==> src/rtl/usb_rx_bit_unstuff.sv <==
// USB receive-path bit unstuffer.
// Drops stuffed zeros, flags violations, counts data bits.
module usb_rx_bit_unstuff #(
  parameter int MAX_ONES = 6,
  parameter int CNT_W    = 16
) (
  input  logic             clock,
  input  logic             reset_n,
  input  logic             rx_start,
  input  logic             in_valid,
  input  logic             in_bit,
  input  logic             in_eop,
  output logic             out_valid,
  output logic             out_bit,
  output logic             pkt_done,
  output logic             stuff_err,
  output logic [CNT_W-1:0] bit_count
);

  localparam int OW = $clog2(MAX_ONES + 1);
  localparam logic [OW-1:0] LAST = OW'(MAX_ONES - 1);

  typedef enum logic [1:0] {
    IDLE,
    RECV,
    DROP,
    ERR
  } state_t;

  state_t        state;
  logic [OW-1:0] ones;
  logic          cnt_sat;

  assign cnt_sat = &bit_count;

  always_ff @(posedge clock or negedge reset_n) begin
    if (!reset_n) begin
      state     <= IDLE;
      ones      <= '0;
      out_valid <= 1'b0;
      out_bit   <= 1'b0;
      pkt_done  <= 1'b0;
      stuff_err <= 1'b0;
      bit_count <= '0;
    end else begin
      out_valid <= 1'b0;
      pkt_done  <= 1'b0;
      if (rx_start) begin
        state     <= RECV;
        ones      <= '0;
        bit_count <= '0;
        stuff_err <= 1'b0;
      end else if (in_eop) begin
        case (state)
          RECV, ERR: begin
            pkt_done <= 1'b1;
            state    <= IDLE;
            ones     <= '0;
          end
          // EOP while a stuffed zero is still owed
          DROP: begin
            stuff_err <= 1'b1;
            pkt_done  <= 1'b1;
            state     <= IDLE;
            ones      <= '0;
          end
          default: ;
        endcase
      end else if (in_valid) begin
        case (state)
          RECV: begin
            out_valid <= 1'b1;
            out_bit   <= in_bit;
            if (!cnt_sat)
              bit_count <= bit_count + 1'b1;
            if (!in_bit) begin
              ones <= '0;
            end else if (ones == LAST) begin
              ones  <= '0;
              state <= DROP;
            end else begin
              ones <= ones + 1'b1;
            end
          end
          DROP: begin
            if (in_bit) begin
              stuff_err <= 1'b1;
              state     <= ERR;
            end else begin
              state <= RECV;
            end
          end
          default: ;
        endcase
      end
    end
  end

endmodule

==> config.mk <==
export PLATFORM = sky130hd
export DESIGN_NAME = usb_rx_bit_unstuff
export DESIGN_NICKNAME = d
export VERILOG_FILES = /design/src/rtl/usb_rx_bit_unstuff.sv
export SDC_FILE = /design/constraint.sdc
export NUM_CORES = 1
export LEC_CHECK = 0
export CAP_MARGIN = 0
export CORE_MARGIN = 2
export CORE_UTILIZATION = 32
export DETAILED_ROUTE_END_ITERATION = 8
export PLACE_DENSITY = 0.52
export SYNTH_ARGS = -nofsm -noshare
export SYNTH_HDL_FRONTEND = slang
export SYNTH_SLANG_ARGS = --single-unit
==> constraint.sdc <==
create_clock -name clock -period 3.6 [get_ports clock]
set_clock_uncertainty 0.1 [all_clocks]
set_input_delay 0.72 -clock clock [delete_from_list [all_inputs] [get_ports clock]]
set_output_delay 0.72 -clock clock [all_outputs]
set_load 0.01 [all_outputs]
==> qor.log, run 1 <==
qor: run_status.outcome finished clean
qor: place.place_worst_setup_slack 0.6612 ns
qor: sta.hold_viol 0
qor: layout.final_layout_size_suffix_gt1_share 9.040%
qor: yosys.synth_warnings 0
qor: yosys.ys.flop_type dfrtp_1
qor: layout.final_cell_mix dfrtp_1 (25), clkdlybuf4s50_1 (25), nand2_1 (11)
qor: sta.timing.final.crit_share 73.51%
qor: global_routing.first_global_vias 1341
qor: global_routing.grt_usage 14.59%
qor: cts.cts_buffers 3
qor: cts.clkSlewWorstSetupHoldPaths 0.09 ns
qor: sta.setup_viol_count_final 0
qor: sta.setup_repair_after_global_routing_missed_its_margin false
qor: layout.final_area 1808 sq um
qor: drt.drt-vias-per-instance 5.603
qor: layout.final_cell_count_without_fillers 229
qor: critical_path.endpoint_kind flip-flop
qor: cts.cts.sinks 25
qor: cts.cts_resized 0
qor: place.numPlacedInstances 225
qor: place.dp_hpwl 2.464 mm
qor: drt.route.detailed.drc 0
qor: critical_path.r2r.worst_path.cells 6
qor: critical_path.worst_setup_path_endpoint bit_count[15]$_DFFE_PN0P_
qor: critical_path.critical_path.max_stage_delay 0.52 ns
qor: floorplan.start_util 33.48%
qor: yosys.yosysUniqueCellTypes 43
qor: global_routing.grt_pass1_wl 6.065 mm
qor: drt.routed-via-count 1283
qor: layout.num_antenna_cells 0
qor: power.power.static_leakage 0.7195 nW
qor: yosys.synth-seq-area-share 42.63%
qor: sta.worst_slack 0.9537 ns
qor: critical_path.cpLargestDelayFamily simple AND/OR/NAND/NOR gates
qor: critical_path.timing.critical_path.fanout_max 11
qor: critical_path.worst_setup_sp in_eop
qor: power.powerDensity 295.1 nW/um^2
qor: critical_path.r2r_slack 1.34 ns
qor: drt.wl_per_cell 14.76 um
qor: drt.drt_iter0_markers 57
qor: layout.syn2layout_area_growth 23.19%
qor: cts.cts.repair_timing.setup_buffer_count 0
qor: global_routing.grt_start_max_net_pins 26
qor: power.irDropWorstVdd 0.1410 mV
qor: floorplan.ioPinCount 26
qor: critical_path.crit_slowest_cell clkdlybuf4s50_1
qor: critical_path.critical_path.cell_chain clkdlybuf4s50_1, and3b_1, nand3_1, nor4_1, mux2_2
qor: place.io_buffers 25
qor: critical_path.critical_path.startpoint_type primary input
qor: cts.clock-root-buffer clkbuf_8
qor: global_routing.antenna_found_initial 0
qor: sta.worst_pin_slew 0.6219 ns
qor: critical_path.rr_startpoint state[1]$_DFFE_PN0P_
qor: global_routing.grt_ovf 0
qor: drt.detail-route-antenna-nets 0
qor: sta.tns 0 ns
qor: yosys.async_flop_share 100.0%
qor: yosys.flip_flop_and_latch_count_after_synthesis 25
qor: layout.num-fill-cells 434
qor: layout.final_util 41.24%
qor: floorplan.core_region_area 4384 sq um
qor: critical_path.critPathBufInv 1
qor: yosys.edff_count_synth 0
qor: drt.drt_first_pass_iters 4
qor: yosys.synth.avg_cell_area 9.593 sq um
qor: flow_run.maxCapViolations 0
qor: critical_path.worstPathArrival 2.71 ns
qor: critical_path.critPathKind in -> reg
qor: floorplan.floorplan.rows 24
qor: yosys.syn-cell-area 1468 sq um
qor: cts.cts_hold_repair.buffers 0
qor: layout.fin_nets 188
qor: sta.max_transition_margin 57.88%
qor: place.globalplace.congestion 0.9160
qor: critical_path.worstReg2RegEnd bit_count[15]$_DFFE_PN0P_
qor: sta.fmax 0.3779 GHz
qor: yosys.syn-num-nets 163
qor: sta.slew_violations 0
qor: floorplan.fp.dieW 71.73 um
qor: cts.tritoncts yes
qor: drt.drt-total-wl 3.381 mm
qor: place.total_placed_instance_area 1763 sq um
qor: floorplan.die_area 5144 sq um
qor: hold_path.timing.hold.worst.class reg -> reg
qor: cts.clk-insertion-delay-late 0.27 ns
qor: cts.h-tree-depth 1
qor: critical_path.cp_num_cells 5
qor: critical_path.critPathRequiredTime 3.66 ns
qor: cts.clockBufferDepth 2
qor: floorplan.die_height 71.73 um
qor: sta.timing.final.crit_period 2.646 ns
qor: yosys.synth_cells 153
[cell families after synthesis]
kind of cell / count (synthesis) / synth area share [%]
simple gates: 66 / 27.20
flops: 25 / 42.63
compound gates: 34 / 15.52
buf+inv: 15 / 4.433
mux: 9 / 6.820
fa+ha+maj: 4 / 3.410
[power by group]
part           total (mW)  internal, mW  switching (mW)
clock network       0.170        0.0792          0.0910
logic              0.0687        0.0310          0.0376
registers           0.295         0.288         0.00650
[flip-flops by register name, indices dropped and copies added, names as in the netlist]
register,flops
pkt_done,1
stuff_err,1
ones,3
out_valid,1
out_bit,1
state,2
bit_count,16
[through the flow]
stage | total power [mW] | hold slack, ns
floorplan | 0.3366 | 0.3244
global placement | 0.3682 | 0.3984
detailed placement | 0.3699 | 0.3914
CTS | 0.5413 | 0.4166
global route | 0.5620 | 0.4425
finish | 0.5336 | 0.4131
[worst min path at each step]
stage	from	end	slack [ns]	depth (start not counted)
after floorplan	reset_n	bit_count[0]$_DFFE_PN0P_	0.32	0
after global placement	stuff_err$_DFFE_PN0P_	stuff_err$_DFFE_PN0P_	0.40	2
after detailed placement	stuff_err$_DFFE_PN0P_	stuff_err$_DFFE_PN0P_	0.39	2
after CTS	stuff_err$_DFFE_PN0P_	stuff_err$_DFFE_PN0P_	0.42	2
after global routing	ones[1]$_DFFE_PN0P_	ones[1]$_DFFE_PN0P_	0.44	1
final	stuff_err$_DFFE_PN0P_	stuff_err$_DFFE_PN0P_	0.41	2
[layout make-up]
cell class | count | area (sq um) | area share (%)
tap | 52 | 65.06 | 3.599
inverter | 8 | 30.03 | 1.661
multi-input combinational | 113 | 777.0 | 42.98
timing repair buffer | 27 | 265.3 | 14.67
clock buffer | 4 | 45.04 | 2.491
sequential | 25 | 625.6 | 34.60
[worst min-delay path, stage by stage, from the launching register on]
cell and delay [ns]:
dfrtp_1 0.36, a21oi_1 0.05, nor2_1 0.07
[cells in the mapped netlist, types with 2 or more instances]
master	n	area, sq um
or3_1	3	18.77
clkbuf_1	5	18.77
a21oi_1	9	45.04
nand2b_1	4	25.02
a211oi_1	2	15.01
inv_1	8	30.03
nand3_1	3	15.01
nor2b_1	9	56.30
ha_1	4	50.05
nor2_1	9	33.78
mux2_2	7	78.83
nor3_1	4	20.02
o21ai_0	4	20.02
a32o_1	2	20.02
nand4_1	5	31.28
and4_1	2	17.52
nor4_1	3	18.77
nand2_1	11	41.29
a31oi_1	4	25.02
dfrtp_1	25	625.6
or4_1	5	37.54
o31ai_1	4	30.03
[layer usage]
metal | vias to the layer above | wire length [um] | track usage [%]
li1 | 622 | - | -
met1 | 630 | 1616 | 18.43
met2 | 27 | 1586 | 24.28
met3 | 4 | 130 | 2.532
met4 | 0 | 48 | 6.709
met5 | - | 0 | 0
Power figures use the tool's default switching activity.
==> run 2: changes to the inputs <==
--- a/config.mk
+++ b/config.mk
@@ -9,7 +9,7 @@
 export CORE_MARGIN = 2
 export CORE_UTILIZATION = 32
 export DETAILED_ROUTE_END_ITERATION = 8
-export PLACE_DENSITY = 0.52
+export PLACE_DENSITY = 0.54
 export SYNTH_ARGS = -nofsm -noshare
 export SYNTH_HDL_FRONTEND = slang
 export SYNTH_SLANG_ARGS = --single-unit
==> constraint.sdc (replaced) <==
create_clock -name clock -period 2.42 [get_ports clock]
set_clock_uncertainty 0.1 [all_clocks]
set_input_delay 0.484 -clock clock [delete_from_list [all_inputs] [get_ports clock]]
set_output_delay 0.484 -clock clock [all_outputs]
set_load 0.01 [all_outputs]
==> qor.log, run 2 (synthesized netlist as in run 1, its figures left out) <==
qor: critical_path.worst_setup_sp bit_count[0]$_DFFE_PN0P_
qor: critical_path.worst_setup_path_endpoint bit_count[15]$_DFFE_PN0P_
qor: place.total_placed_instance_area 1815 sq um
qor: critical_path.critical_path.cell_chain ha_1, and3_1, and4_1, nor4_1, mux2_2
qor: cts.clock-root-buffer clkbuf_8
qor: floorplan.die_height 71.73 um
qor: run_status.outcome finished clean
qor: global_routing.grt_pass1_wl 6.037 mm
qor: layout.final_cell_mix dfrtp_1 (25), clkdlybuf4s50_1 (25), nand2_1 (11)
qor: sta.timing.final.crit_period 2.121 ns
qor: global_routing.first_global_vias 1335
qor: drt.drt-vias-per-instance 5.470
qor: layout.syn2layout_area_growth 26.85%
qor: place.globalplace.congestion 0.9443
qor: floorplan.floorplan.rows 24
qor: sta.fin_worst_hold_slack 0.4218 ns
qor: sta.fmax 0.4714 GHz
qor: drt.drt_first_pass_iters 4
qor: critical_path.endpoint_kind flip-flop
qor: critical_path.r2r_slack 0.30 ns
qor: critical_path.r2r.worst_path.cells 5
qor: global_routing.antenna_found_initial 0
qor: cts.clk-insertion-delay-late 0.27 ns
qor: power.seq_power_share 54.6%
qor: critical_path.cp_num_cells 5
qor: hold_path.timing.hold.worst.class reg -> reg
qor: power.p_int 595.8 uW
qor: place.dp_hpwl 2.523 mm
qor: cts.h-tree-depth 1
qor: power.powerDensity 430.7 nW/um^2
qor: floorplan.core_region_area 4384 sq um
qor: place.place_worst_setup_slack 0.08697 ns
qor: layout.num_antenna_cells 0
qor: sta.hold_viol 0
qor: global_routing.grt_usage 14.59%
qor: sta.setup_viol_count_final 0
qor: drt.drt-total-wl 3.352 mm
qor: floorplan.fp.dieW 71.73 um
qor: critical_path.crit_slowest_cell dfrtp_1
qor: cts.clockBufferDepth 2
qor: critical_path.critPathRequiredTime 2.49 ns
qor: critical_path.rr_startpoint bit_count[0]$_DFFE_PN0P_
qor: sta.max_transition_margin 55.33%
qor: critical_path.critical_path.startpoint_type flip-flop
qor: power.power.share.switching 25.69%
qor: critical_path.cpLargestDelayFamily simple AND/OR/NAND/NOR gates
qor: drt.route.detailed.drc 0
qor: flow_run.maxCapViolations 0
qor: layout.fin_nets 195
qor: layout.num-fill-cells 426
qor: cts.cts.sinks 25
qor: hold_path.hold_path.startpoint stuff_err$_DFFE_PN0P_
qor: power.share_comb_of_total_power 13.5%
qor: cts.clkSlewWorstSetupHoldPaths 0.10 ns
qor: critical_path.worstPathArrival 2.19 ns
qor: drt.wl_per_cell 14.20 um
qor: critical_path.worstReg2RegEnd bit_count[15]$_DFFE_PN0P_
qor: drt.drt_iter0_markers 99
qor: cts.cts.repair_timing.setup_buffer_count 0
qor: cts.cts_buffers 3
qor: place.io_buffers 25
qor: critical_path.critical_path.max_stage_delay 0.47 ns
qor: layout.final_area 1862 sq um
qor: cts.tritoncts yes
qor: global_routing.grt_start_max_net_pins 26
qor: sta.setup_repair_after_global_routing_missed_its_margin false
qor: sta.slew_violations 0
qor: floorplan.ioPinCount 26
qor: power.irDropWorstVdd 0.1954 mV
qor: drt.routed-via-count 1291
qor: floorplan.start_util 33.48%
qor: sta.worst_pin_slew 0.6596 ns
qor: cts.cts_hold_repair.buffers 0
qor: sta.timing.final.crit_share 87.67%
qor: cts.cts_resized 0
qor: power.netSwitchingPower 206.0 uW
qor: layout.largest_register_ffs 16
qor: critical_path.critPathKind reg -> reg
qor: layout.reg_top3 bit_count: 16 flops, ones: 3 flops, state: 2 flops
qor: sta.tns 0 ns
qor: global_routing.grt_ovf 0
qor: drt.detail-route-antenna-nets 0
qor: layout.largest_register bit_count
qor: critical_path.critPathBufInv 0
qor: critical_path.timing.critical_path.fanout_max 7
qor: sta.worst_slack 0.2985 ns
qor: power.power.static_leakage 0.7568 nW
qor: power.share_clk_of_total_power 31.9%
qor: layout.final_layout_size_suffix_gt1_share 13.04%
qor: floorplan.die_area 5144 sq um
==> run 2: cell count changes in the layout (fill, tap and decap cells not counted), sizes merged <==
| cell | delta |
|---|---|
| buf | +7 |
| clkinv | +1 |
| clkbuf | -1 |
==> run 2: final cells by class <==
type                       count  area [sq um]  area share (%)
multi-input combinational    113         777.0           41.73
sequential                    25         625.6           33.60
timing repair buffer          34         317.8           17.07
tap                           52         65.06           3.495
clock buffer                   3         41.29           2.218
inverter                       8         30.03           1.613
clock inverter                 1         5.005          0.2688
==> run 2: through the flow <==
step	util, %	total power, mW	instances
6_report	42.47	0.8019	236
5_1_grt	42.47	0.8465	236
4_1_cts	42.47	0.8182	236
3_5_place_dp	41.41	0.5566	232
3_3_place_gp	41.41	0.5546	232
2_1_floorplan	-	0.5007	153
==> run 2: per-layer routing <==
metal | wire, um | vias to the layer above | GRT usage, %
met1 | 1611 | 629 | 19.33
met5 | 0 | - | 0
met3 | 103 | 4 | 2.391
met2 | 1602 | 24 | 23.87
met4 | 34 | 0 | 5.660
li1 | - | 634 | -
==> run 2: worst min-delay path by stage <==
stage                                    end  slack [ns]  depth (start not counted)
finish                 stuff_err$_DFFE_PN0P_        0.42                          2
CTS                    stuff_err$_DFFE_PN0P_        0.43                          2
detailed placement     stuff_err$_DFFE_PN0P_        0.40                          2
global placement       stuff_err$_DFFE_PN0P_        0.40                          2
global route             ones[1]$_DFFE_PN0P_        0.47                          1
floorplan           bit_count[0]$_DFFE_PN0P_        0.09                          0
==> run 2: power groups by stage <==
stage               registers (mW)  clock network, mW  logic, mW
floorplan                    0.449                  0     0.0522
global placement             0.446                  0      0.109
detailed placement           0.446                  0      0.110
CTS                          0.438              0.269      0.111
global route                 0.440              0.284      0.123
finish                       0.438              0.256      0.108
==> run 2: tightest hold or removal path, delay by kind of cell, from the launching register on <==
family / cells / cell delay, ns
compound gates: 1 / 0.04
flops: 1 / 0.36
simple gates: 1 / 0.09
